## config.mk

```make
export PLATFORM = sky130hd
export DESIGN_NAME = rv32m_div_unit_flat
export DESIGN_NICKNAME = d
export VERILOG_FILES = /design/src/rtl/rv32m_div_unit_if.sv /design/src/rtl/rv32m_div_unit.sv /design/src/flat_wrapper.sv
export SDC_FILE = /design/constraint.sdc
export NUM_CORES = 1
export LEC_CHECK = 0
export BUFFER_PORTS_ARGS = -buffer_cell sky130_fd_sc_hd__buf_2
export CAP_MARGIN = 10
export CORE_UTILIZATION = 61
export DETAILED_ROUTE_END_ITERATION = 7
export PLACE_DENSITY = 0.82
export RECOVER_POWER = 100
export SYNTH_ARGS = -nofsm -noshare
export SYNTH_HDL_FRONTEND = slang
export SYNTH_SLANG_ARGS = --single-unit
```

## constraint.sdc

```tcl
create_clock -name clk -period 5.7 [get_ports clk]
set_input_delay 0.855 -clock clk [delete_from_list [all_inputs] [get_ports clk]]
set_output_delay 0.855 -clock clk [all_outputs]
set_load 0.01 [all_outputs]
```

## src/rtl/rv32m_div_unit_if.sv

```systemverilog
// Execute-side request and write-back request signals of the RV32M divider.
// The master side is execute plus the write-back arbiter; the slave side is the divider.
interface rv32m_div_unit_if #(
    parameter int WIDTH  = 32,
    parameter int ADDR_W = 5
);
    logic              start;
    logic [1:0]        op;
    logic [WIDTH-1:0]  rs1_val;
    logic [WIDTH-1:0]  rs2_val;
    logic [ADDR_W-1:0] rd_addr;
    logic              flush;
    logic              busy;
    logic              wb_en;
    logic [ADDR_W-1:0] wb_addr;
    logic [WIDTH-1:0]  wb_data;
    logic              wb_ack;

    modport master (
        output start, op, rs1_val, rs2_val, rd_addr, flush, wb_ack,
        input  busy, wb_en, wb_addr, wb_data
    );

    modport slave (
        input  start, op, rs1_val, rs2_val, rd_addr, flush, wb_ack,
        output busy, wb_en, wb_addr, wb_data
    );
endinterface

```

## src/rtl/rv32m_div_unit.sv

```systemverilog
// Iterative restoring radix-2 divider for DIV/DIVU/REM/REMU, one quotient bit per cycle.
// The result is held on the write-back request port until the arbiter acknowledges it.
module rv32m_div_unit #(
    parameter int WIDTH  = 32,
    parameter int ADDR_W = 5
) (
    input  logic            clk,
    input  logic            rst,
    rv32m_div_unit_if.slave dif
);
    localparam int               CNT_W     = $clog2(WIDTH);
    localparam logic [CNT_W-1:0] LAST_STEP = CNT_W'(WIDTH - 1);
    localparam logic [WIDTH-1:0] MIN_NEG   = {1'b1, {(WIDTH-1){1'b0}}};

    typedef enum logic [1:0] {IDLE, CALC, DONE} state_t;

    state_t            state_q, state_d;
    logic [CNT_W-1:0]  count_q;
    logic [WIDTH-1:0]  rem_q;
    logic [WIDTH-1:0]  quot_q;
    logic [WIDTH-1:0]  dvsr_q;
    logic [WIDTH-1:0]  wb_data_q;
    logic [ADDR_W-1:0] wb_addr_q;
    logic              sel_rem_q;
    logic              q_neg_q;
    logic              r_neg_q;

    logic              signed_op;
    logic              accept;
    logic              div_zero;
    logic              overflow;
    logic [WIDTH:0]    rem_sh;
    logic [WIDTH-1:0]  diff;
    logic [WIDTH-1:0]  rem_nxt;
    logic [WIDTH-1:0]  quot_nxt;
    logic              no_borrow;

    function automatic logic [WIDTH-1:0] magnitude(input logic signed [WIDTH-1:0] v);
        logic signed [WIDTH-1:0] n;
        n = -v;
        return v[WIDTH-1] ? n : v;
    endfunction

    function automatic logic [WIDTH-1:0] apply_sign(input logic [WIDTH-1:0] v, input logic neg);
        return neg ? ('0 - v) : v;
    endfunction

    // Writes to x0 are dropped at the door so the unit never goes busy for them.
    assign signed_op = ~dif.op[0];
    assign accept    = (state_q == IDLE) && dif.start && !dif.flush && (dif.rd_addr != '0);
    assign div_zero  = (dif.rs2_val == '0);
    assign overflow  = signed_op && (dif.rs1_val == MIN_NEG) && (dif.rs2_val == '1);

    // The remainder gains one bit per step, so the trial subtract needs WIDTH+1 bits.
    assign rem_sh    = {rem_q, quot_q[WIDTH-1]};
    assign no_borrow = (rem_sh >= {1'b0, dvsr_q});
    assign diff      = rem_sh[WIDTH-1:0] - dvsr_q;
    assign rem_nxt   = no_borrow ? diff : rem_sh[WIDTH-1:0];
    assign quot_nxt  = {quot_q[WIDTH-2:0], no_borrow};

    always_ff @(posedge clk or posedge rst) begin
        if (rst) state_q <= IDLE;
        else     state_q <= state_d;
    end

    always_comb begin
        state_d = state_q;
        case (state_q)
            IDLE: if (accept) state_d = (div_zero || overflow) ? DONE : CALC;
            CALC: begin
                if (dif.flush)                   state_d = IDLE;
                else if (count_q == LAST_STEP)   state_d = DONE;
            end
            DONE: if (dif.flush || dif.wb_ack) state_d = IDLE;
            default: state_d = IDLE;
        endcase
    end

    always_ff @(posedge clk or posedge rst) begin
        if (rst) begin
            count_q   <= '0;
            rem_q     <= '0;
            quot_q    <= '0;
            dvsr_q    <= '0;
            wb_data_q <= '0;
            wb_addr_q <= '0;
            sel_rem_q <= 1'b0;
            q_neg_q   <= 1'b0;
            r_neg_q   <= 1'b0;
        end else begin
            case (state_q)
                IDLE: begin
                    if (accept) begin
                        wb_addr_q <= dif.rd_addr;
                        sel_rem_q <= dif.op[1];
                        if (div_zero) begin
                            wb_data_q <= dif.op[1] ? dif.rs1_val : '1;
                        end else if (overflow) begin
                            wb_data_q <= dif.op[1] ? '0 : MIN_NEG;
                        end else begin
                            count_q <= '0;
                            rem_q   <= '0;
                            quot_q  <= signed_op ? magnitude(dif.rs1_val) : dif.rs1_val;
                            dvsr_q  <= signed_op ? magnitude(dif.rs2_val) : dif.rs2_val;
                            q_neg_q <= signed_op && (dif.rs1_val[WIDTH-1] ^ dif.rs2_val[WIDTH-1]);
                            r_neg_q <= signed_op && dif.rs1_val[WIDTH-1];
                        end
                    end
                end
                CALC: begin
                    rem_q   <= rem_nxt;
                    quot_q  <= quot_nxt;
                    count_q <= count_q + 1'b1;
                    // Signs are restored on the way into DONE so wb_data is final when wb_en rises.
                    if (count_q == LAST_STEP) begin
                        wb_data_q <= sel_rem_q ? apply_sign(rem_nxt, r_neg_q)
                                               : apply_sign(quot_nxt, q_neg_q);
                    end
                end
                default: ;
            endcase
        end
    end

    assign dif.busy    = (state_q != IDLE);
    assign dif.wb_en   = (state_q == DONE);
    assign dif.wb_addr = wb_addr_q;
    assign dif.wb_data = wb_data_q;
endmodule
```

## src/flat_wrapper.sv

```systemverilog
// flat-port wrapper written by rule: the top's interface ports become plain ports
module rv32m_div_unit_flat 
#(
    parameter int WIDTH  = 32,
    parameter int ADDR_W = 5
)
  (clk, rst, dif_start, dif_op, dif_rs1_val, dif_rs2_val, dif_rd_addr, dif_flush, dif_wb_ack, dif_busy, dif_wb_en, dif_wb_addr, dif_wb_data);
  rv32m_div_unit_if #(.WIDTH(WIDTH), .ADDR_W(ADDR_W)) dif_i ();
  input  logic clk;
  input  logic rst;
  input wire logic [$bits(dif_i.start)-1:0] dif_start;
  input wire logic [$bits(dif_i.op)-1:0] dif_op;
  input wire logic [$bits(dif_i.rs1_val)-1:0] dif_rs1_val;
  input wire logic [$bits(dif_i.rs2_val)-1:0] dif_rs2_val;
  input wire logic [$bits(dif_i.rd_addr)-1:0] dif_rd_addr;
  input wire logic [$bits(dif_i.flush)-1:0] dif_flush;
  input wire logic [$bits(dif_i.wb_ack)-1:0] dif_wb_ack;
  output wire logic [$bits(dif_i.busy)-1:0] dif_busy;
  output wire logic [$bits(dif_i.wb_en)-1:0] dif_wb_en;
  output wire logic [$bits(dif_i.wb_addr)-1:0] dif_wb_addr;
  output wire logic [$bits(dif_i.wb_data)-1:0] dif_wb_data;
  assign dif_i.start = dif_start;
  assign dif_i.op = dif_op;
  assign dif_i.rs1_val = dif_rs1_val;
  assign dif_i.rs2_val = dif_rs2_val;
  assign dif_i.rd_addr = dif_rd_addr;
  assign dif_i.flush = dif_flush;
  assign dif_i.wb_ack = dif_wb_ack;
  assign dif_busy = dif_i.busy;
  assign dif_wb_en = dif_i.wb_en;
  assign dif_wb_addr = dif_i.wb_addr;
  assign dif_wb_data = dif_i.wb_data;
  rv32m_div_unit #(.WIDTH(WIDTH), .ADDR_W(ADDR_W)) u_core (.clk(clk), .rst(rst), .dif(dif_i));
endmodule
```

==> results of run 1 <==
[sequential cells by signal, indices dropped and copies added (netlist names)]
| register | flops |
|---|---|
| u_core.rem_q | 32 |
| u_core.dif.wb_data | 32 |
| u_core.count_q | 5 |
| u_core.q_neg_q | 1 |
| u_core.dif.wb_addr | 5 |
| u_core.quot_q | 32 |
| u_core.sel_rem_q | 1 |
| u_core.state_q | 2 |
| u_core.r_neg_q | 1 |
| u_core.dvsr_q | 32 |
[power groups by stage]
stage / Combinational, mW / Clock (mW) / Sequential [mW]
final: 4.34 / 1.29 / 1.57
after global routing: 4.65 / 1.33 / 1.59
after CTS: 4.23 / 1.29 / 1.55
after detailed placement: 4.19 / 0 / 1.56
after global placement: 4.15 / 0 / 1.55
after floorplan: 3.22 / 0 / 1.45
[synth_stat cells, drive strengths merged (13+ instances only)]
master / number
nor4: 20
or4: 13
o211ai: 20
a31oi: 20
a21o: 16
o31ai: 30
nor2: 129
o21ai: 190
xnor2: 69
inv: 59
buf: 39
a21oi: 147
ha: 39
nand4: 20
nand3: 30
or3: 19
dfrtp: 143
nand2: 199
clkbuf: 57
xor2: 58
mux2i: 20
a211oi: 13
and3: 14
nor3: 40
[kinds of logic (layout without fill, tap and decap cells)]
logic type	Yosys count	after routing	synth area share
mux	30	30	0.0259
buf+inv	155	220	0.0595
compound gates	538	538	0.275
fa+ha+maj	40	40	0.0416
flops	143	143	0.293
simple gates	539	539	0.213
xor+xnor	127	127	0.0911
[worst max-delay path, delay by kind of cell (launching register included)]
family,cells,cell delay (ps)
buffers and inverters,2,1230
adder cells (fa/ha/maj),1,500
AND/OR/NAND/NOR,5,1380
AO/OA/AOI/OAI,4,810
multiplexers,2,740
flip-flops,1,450
[how the worst max path moves through the flow]
| stage | cells past startpoint | slack (ps) | start | endpoint |
|---|---|---|---|---|
| 2_1_floorplan | 1 | 1010 | rst | u_core.count_q[0]$_DFFE_PP0P_ |
| 3_3_place_gp | 15 | 1140 | u_core.rem_q[11]$_DFFE_PP0P_ | u_core.dif.wb_data[30]$_DFFE_PP0P_ |
| 3_5_place_dp | 15 | 960 | u_core.rem_q[19]$_DFFE_PP0P_ | u_core.dif.wb_data[30]$_DFFE_PP0P_ |
| 4_1_cts | 15 | 930 | u_core.rem_q[19]$_DFFE_PP0P_ | u_core.dif.wb_data[30]$_DFFE_PP0P_ |
| 5_1_grt | 14 | 180 | u_core.rem_q[11]$_DFFE_PP0P_ | u_core.dif.wb_data[31]$_DFFE_PP0P_ |
| 6_report | 14 | 490 | u_core.rem_q[11]$_DFFE_PP0P_ | u_core.dif.wb_data[31]$_DFFE_PP0P_ |
[routing by layer]
layer | global-route usage | vias up | share of wire
li1 | - | 5790 | -
met1 | 0.537 | 6008 | 0.42
met2 | 0.602 | 745 | 0.45
met3 | 0.0866 | 121 | 0.097
met4 | 0.181 | 2 | 0.040
met5 | 0 | - | 0.00025
[area by class of cell]
| class | count | area, um2 |
|---|---|---|
| timing repair buffer | 130 | 637 |
| multi-input combinational | 1274 | 7880 |
| clock inverter | 11 | 201 |
| sequential | 143 | 3580 |
| fill | 1675 | 6220 |
| clock buffer | 20 | 457 |
| tap | 265 | 332 |
| inverter | 59 | 221 |
[per-stage QoR]
stage | total power, mW | util
2_1_floorplan | 4.67 | -
3_3_place_gp | 5.70 | 0.654
3_5_place_dp | 5.75 | 0.654
4_1_cts | 7.07 | 0.687
5_1_grt | 7.57 | 0.681
6_report | 7.20 | 0.681
==> run summary, run 1 <==
The flow ran to the end, but the final reports show violations. The checks that failed: max-capacitance violations, max-slew violations. Global routing finished with a remaining overflow of 0.

The largest stage delay on the critical path is 850 ps. The number of standard-cell rows in the floorplan is 51. The total routed wirelength came out at 39900 um. The number of iterations in the first detailed-routing pass is 5. The type of element launching the critical path is a register.

The via count of the first global-routing pass came out at 11400. The buffer count from post-CTS setup fixing came out at 0. The number of synthesized register bits came out at 143. The H-tree generated during clock tree synthesis spans 4 levels. The share of power burned in combinational logic is 0.603.

The final antenna-violating net count came out at 0. The netlist uses 89 different library cells. The type of the setup path with the least slack is register to register. The net count of the finished layout is 1741. 0 antenna diodes ended up in the layout.

The layout cell share with drive strength beyond 1 came out at 0.103. The tightest min-delay check is of the register to register type. The critical path goes through ha_1 -> nand4_2 -> nor3_1 -> a221o_1 -> o211ai_1 -> nand2_2 -> clkbuf_1 -> buf_4 -> mux2_1 -> o211ai_1 -> nor2_1 -> nand4_1 -> mux2_2 -> o21ai_1.

The initial antenna violation count came out at 1. The async set-or-reset flop fraction in the synthesized netlist is 1.00. In this run the most critical hold path is launched from u_core.dif.wb_addr[4]$_DFFE_PP0P_. The number of cells in the finished layout apart from fillers is 1902. The final setup slack of the worst path is 494 ps.

The die width is 143 um. The post-detailed-placement cell area came out at 12800 um2. The final design instance area without fill is 13300 um2. The number of cells on the worst reg-to-reg path is 14. The top cell type by total area after synthesis is sky130_fd_sc_hd__dfrtp_1. The number of vias per cell after detailed routing is 6.66. Once placement completed, the tool counted placed cells totaling 1871. The number of gates resized after CTS came out at 0. Of the post-synthesis cell area, the dominant cell type holds 0.293. STA classifies the critical path endpoint as a register. The synthesized area per cell is 7.77 um2. In the final routed layout, each cell accounts on average for 21.0 um. In this run the deepest clock path goes through 2 buffers.

Among all stages on the critical path, the largest delay is contributed by sky130_fd_sc_hd__clkbuf_1. The largest driver fanout on the critical path came out at 24. The most numerous cell type found on the critical path is sky130_fd_sc_hd__o211ai_1.

For the pin with the worst max-slew slack, the measured transition is 3620 ps. The clock reaches the later pin of the worst-skew pair after 440 ps. The worst min-delay path endpoint is u_core.dif.wb_addr[4]$_DFFE_PP0P_. The internal power contribution came out at 3.60 mW. The required arrival time at the worst endpoint came out at 6070 ps.

The number of enable-type register cells in the synthesized netlist came out at 0. The depth of the worst hold-timing path came out at 2. In this run the power spent charging and discharging nets is 3.60 mW. The final count of pins violating max slew is 93. Buffers inserted during clock tree synthesis total 17.

The share of total power dissipated in sequential elements is 0.218. The remaining routing DRC violations came out at 0. The tree is rooted in a sky130_fd_sc_hd__clkbuf_16.

For this design the top-level I/O count stands at 115. TritonCTS built the clock tree. The highest ir drop seen on vdd is 0.326 mV.

After synthesis the cells add up to 12200 um2. The post-route worst hold slack is 484 ps. The minimum clock period came out at 5210 ps. The total negative slack is 0 ps. The share of the clock period used by the worst path is 0.913. The number of hold-slack violations in the final timing report is 0.

The power per cell area is 541 nW/um2. The port buffer count is 114. The gate count of the mapped netlist is 1572. During synthesis, Yosys emitted a total of 0 warnings. The share of power burned in the clock network came out at 0.180. Prior to clock tree synthesis, the placed netlist has a worst setup slack of 961 ps. The count of final setup violators is 0.

The capture point of the worst reg-to-reg path is u_core.dif.wb_data[31]$_DFFE_PP0P_. The routability congestion estimate from global placement came out at 1.01. In the synthesized netlist the dominant register cell turns out to be sky130_fd_sc_hd__dfrtp_1.

STA puts the critical path data arrival time at 5570 ps. For this run, the total global-route usage over all layers was measured as 0.396. The switching share of power is 0.500. The share of synthesized area occupied by flip-flops and latches is 0.293. The final clock skew is 11.7 ps. The hold buffer count at CTS came out at 0. The number of sinks handled by clock tree synthesis is 143. The core outline area came out at 19500 um2. The leading cell type in the layout, fill and taps excluded is sky130_fd_sc_hd__nand2_1. The number of maximum-capacitance constraint violations is 1. For this block, the initial DRC count from the detailed router was 1350. The launch point of the worst reg-to-reg path is u_core.rem_q[11]$_DFFE_PP0P_. Setup repair after global routing left no endpoint under its margin.

The worst slew margin relative to its limit is -1.41. Entering global routing, the biggest net connects 93 pins. The slack of the worst reg-to-reg path is 490 ps. The register clock-pin slew on the reported worst setup and hold paths came out at 70 ps. The signed area change from the synthesized netlist to the final layout came out at 8.98%. The die outline area is 20600 um2. The routed layout has 12700 vias. The floorplan step set the die height to 143 um. Summed over all nets, the half-perimeter wirelength after detailed placement is 29200 um. Leaving out fill and tap cells, the most frequent cells in the layout are sky130_fd_sc_hd__nand2_1 (198), sky130_fd_sc_hd__o21ai_0 (184), sky130_fd_sc_hd__a21oi_1 (146). Based on the critical path, the design can be clocked at up to 192 MHz. The first-pass GRT wire length is 62000 um. By area the synthesized netlist is led by sky130_fd_sc_hd__dfrtp_1 (29%), sky130_fd_sc_hd__o21ai_0 (6.7%), sky130_fd_sc_hd__nand2_1 (6.1%). Counting every net in the synthesized netlist gives 1688. The initial core utilization came out at 0.625. The standby leakage power came out at 5.48 nW.
Note: power is estimated with default switching activity, not from simulation.
==> run 2, diff against run 1 <==
--- a/config.mk
+++ b/config.mk
@@ -7,9 +7,9 @@
 export LEC_CHECK = 0
 export BUFFER_PORTS_ARGS = -buffer_cell sky130_fd_sc_hd__buf_2
 export CAP_MARGIN = 10
-export CORE_UTILIZATION = 61
+export CORE_UTILIZATION = 60
 export DETAILED_ROUTE_END_ITERATION = 7
-export PLACE_DENSITY = 0.82
+export PLACE_DENSITY = 0.81
 export RECOVER_POWER = 100
 export SYNTH_ARGS = -nofsm -noshare
 export SYNTH_HDL_FRONTEND = slang
==> run 2 against run 1 <==
  * The flow still finishes with violations (max-capacitance violations, max-slew violations)
  * Count of clock-buffer cells in the layout is 1 lower
  * Final area hardly changed
  * Sequential power hardly changed
  * Worst hold slack worse by 5.8 ps
  * Utilization is 0.68 points lower
  * First-iteration DRC count is 21% higher
  * Register-to-register slack better by 60 ps
  * Maximum frequency is 1.2% higher
  * Final cell count is 0.16% higher
  * Clock skew is 3.3 ps lower
  * Via count is 0.23% lower
  * Critical path type unchanged
  * Largest cell class unchanged
  * Largest power group unchanged
==> run summary, run 2 (same netlist as run 1, synthesis figures left out) <==
The routed design has 39800 um of wire. The number of vias per cell after detailed routing is 6.63. Setup repair after global routing left no endpoint under its margin.

The minimum clock period is 5140 ps. The count of vias placed by the detailed router is 12600. Headroom to the max-slew limit came out at -1.48. The initial antenna violation count came to 1. The die width came out at 145 um. The number of gates resized after CTS is 0. The first detailed-routing pass took 7 iterations. The remaining routing DRC violations is 0.

The post-layout utilization of the core came out at 0.675. The count of final setup violators came out at 0. The total negative slack is 0 ps. The checks that failed: max-capacitance violations, max-slew violations. The share of total power dissipated in the clock network is 0.178. For this design the total switching power over the nets is 3.59 mW. For this run, the top clock speed supported by timing is 194 MHz. The register clock-pin slew on the reported worst setup and hold paths came out at 70 ps. At the worst endpoint, the arrival time is 5460 ps. The later-pin clock latency in the skew report came out at 440 ps. The sequential cell fraction of total power came out at 0.217. On the final layout, the worst hold slack is 479 ps. The final count of pins violating max slew came to 95. The total met2 wirelength after detailed routing came out at 17600 um. The final design instance area without fill is 13300 um2. The kind of end point of the critical path is a register. The number of standard-cell rows in the floorplan is 51. The standby leakage power came out at 5.49 nW. For the pin with the worst max-slew slack, the measured transition is 3720 ps. STA classifies the critical path startpoint as a register. The initial utilization of the core area, before any placement, comes to 0.619. The number of nets in the layout is 1741.

The hold buffer count at CTS came out at 0. In this run the cell area measured after placement is 12800 um2. The number of filler cells placed in the layout came out at 1686. The routability congestion estimate from global placement is 0.978. In this run the top signal layer used is met5.

The port buffer count is 114. The final antenna-violating net count is 0. The y dimension of the die came out at 145 um. The die outline area came out at 20900 um2. The first global-routing pass estimated 62500 um of wire. The signed area change from the synthesized netlist to the final layout came out at 8.95%. The layout cell share with drive strength beyond 1 is 0.105. The I/O pin count is 115.

The power per cell area came out at 536 nW/um2. The wire length on met3 is 4160 um. The root buffer cell chosen for the clock tree is sky130_fd_sc_hd__clkbuf_16.

In the layout the commonest cells are sky130_fd_sc_hd__nand2_1 (198), sky130_fd_sc_hd__o21ai_0 (184), sky130_fd_sc_hd__a21oi_1 (146). Clock skew on the completed layout was measured at 8.43 ps. The number of cells in the finished layout apart from fillers is 1905. The worst-case IR drop observed on VDD is 0.293 mV. The routed metal-1 wirelength is 16400 um. The via count of the first global-routing pass came to 11400. The total clock buffers created by CTS is 17.

The required arrival time at the worst endpoint is 6010 ps. The TritonCTS clock tree is done. Of the total power, combinational logic draws 0.605. The buffer count from post-CTS setup fixing is 0. The switching share of power is 0.503. Counting every sink on the clock net gives 143. The core region is 19700 um2. The number of hold-slack violations in the final timing report was 0.

The largest driver fanout on the critical path came out at 28. The number of H-tree levels came out at 4. The buffer levels on the longest clock path came out at 2. The critical path in this run is classified as register to register. The tool flagged a number of max-cap violations equal to 1. The worst hold-check path type is register to register.

In the global route stage, overall resource usage came out at 0.393. The routed wire length per instance came out at 20.9 um. For this run the aggregate overflow at the end of global routing stands at 0. In the finished design, the share of the clock period the worst path needs comes to 0.902. The internal power contribution is 3.54 mW. The first routing iteration left 1628 violations. The run finished, with violations left.

The leading cell type in the layout, fill and taps excluded is sky130_fd_sc_hd__nand2_1. The cell total after placement is 1871. Detailed placement ended at an HPWL of 29300 um. The maximum number of pins on one net before global-route repair came out at 95.
run 2: changes by cell type in the layout (fill, tap and decap cells not counted), sizes merged:
cell,delta
clkinvlp,-1
bufinv,-1
clkinv,+2
inv,+2
buf,-1
diode,+2
run 2: area by class of cell:
| type | instances | area [um2] | share of cell area |
|---|---|---|---|
| flip-flops and latches | 143 | 3580 | 0.269 |
| clock inverters | 13 | 200 | 0.0150 |
| multi-input cells | 1274 | 7900 | 0.594 |
| repair buffers | 130 | 626 | 0.0470 |
| diodes | 2 | 5.00 | 0.000376 |
| well taps | 265 | 332 | 0.0249 |
| clock buffers | 19 | 443 | 0.0333 |
| inverters | 59 | 221 | 0.0166 |
run 2: metrics by stage:
step                      total power [mW]  worst slack [ps]
after floorplan                       4.67              1010
after global placement                5.68              1130
after detailed placement              5.72               916
after CTS                             7.01               848
after global routing                  7.54               261
final                                 7.13               556
run 2: power groups by stage:
| stage | combinational, mW | sequential, mW | clock [mW] |
|---|---|---|---|
| 2_1_floorplan | 3.22 | 1.45 | 0 |
| 3_5_place_dp | 4.16 | 1.55 | 0 |
| 3_3_place_gp | 4.14 | 1.54 | 0 |
| 5_1_grt | 4.65 | 1.58 | 1.31 |
| 6_report | 4.31 | 1.55 | 1.27 |
| 4_1_cts | 4.21 | 1.54 | 1.27 |
run 2: per-layer routing:
layer | vias up | GRT usage
met1 | 5937 | 0.531
met4 | 2 | 0.173
li1 | 5799 | -
met3 | 143 | 0.0895
met2 | 756 | 0.599
met5 | - | 0
run 2: worst paths after layout:
| kind | from | to | slack [ps] | cells past startpoint |
|---|---|---|---|---|
| setup / recovery | u_core.rem_q[5]$_DFFE_PP0P_ | u_core.dif.wb_data[28]$_DFFE_PP0P_ | 560 | 12 |
| hold / removal | u_core.dif.wb_addr[1]$_DFFE_PP0P_ | u_core.dif.wb_addr[1]$_DFFE_PP0P_ | 480 | 2 |
| setup reg to reg | u_core.rem_q[5]$_DFFE_PP0P_ | u_core.dif.wb_data[28]$_DFFE_PP0P_ | 560 | 12 |
| hold reg to reg | u_core.dif.wb_addr[1]$_DFFE_PP0P_ | u_core.dif.wb_addr[1]$_DFFE_PP0P_ | 480 | 2 |
| max in group asynchronous | rst | u_core.quot_q[0]$_DFFE_PP0P_ | 1190 | 3 |
| min in group asynchronous | rst | u_core.quot_q[6]$_DFFE_PP0P_ | 1730 | 2 |
run 2: worst max-delay path, cell delays in order (launching register included):
cell and delay, ps:
sky130_fd_sc_hd__dfrtp_1 430, sky130_fd_sc_hd__ha_1 410, sky130_fd_sc_hd__a211oi_1 380, sky130_fd_sc_hd__o21bai_1 220
sky130_fd_sc_hd__a221o_1 370, sky130_fd_sc_hd__o211ai_1 430, sky130_fd_sc_hd__nand2_2 440, sky130_fd_sc_hd__clkbuf_2 610
sky130_fd_sc_hd__a41oi_1 660, sky130_fd_sc_hd__nand3b_1 260, sky130_fd_sc_hd__o41ai_1 480, sky130_fd_sc_hd__xnor2_1 200
sky130_fd_sc_hd__a21oi_1 100
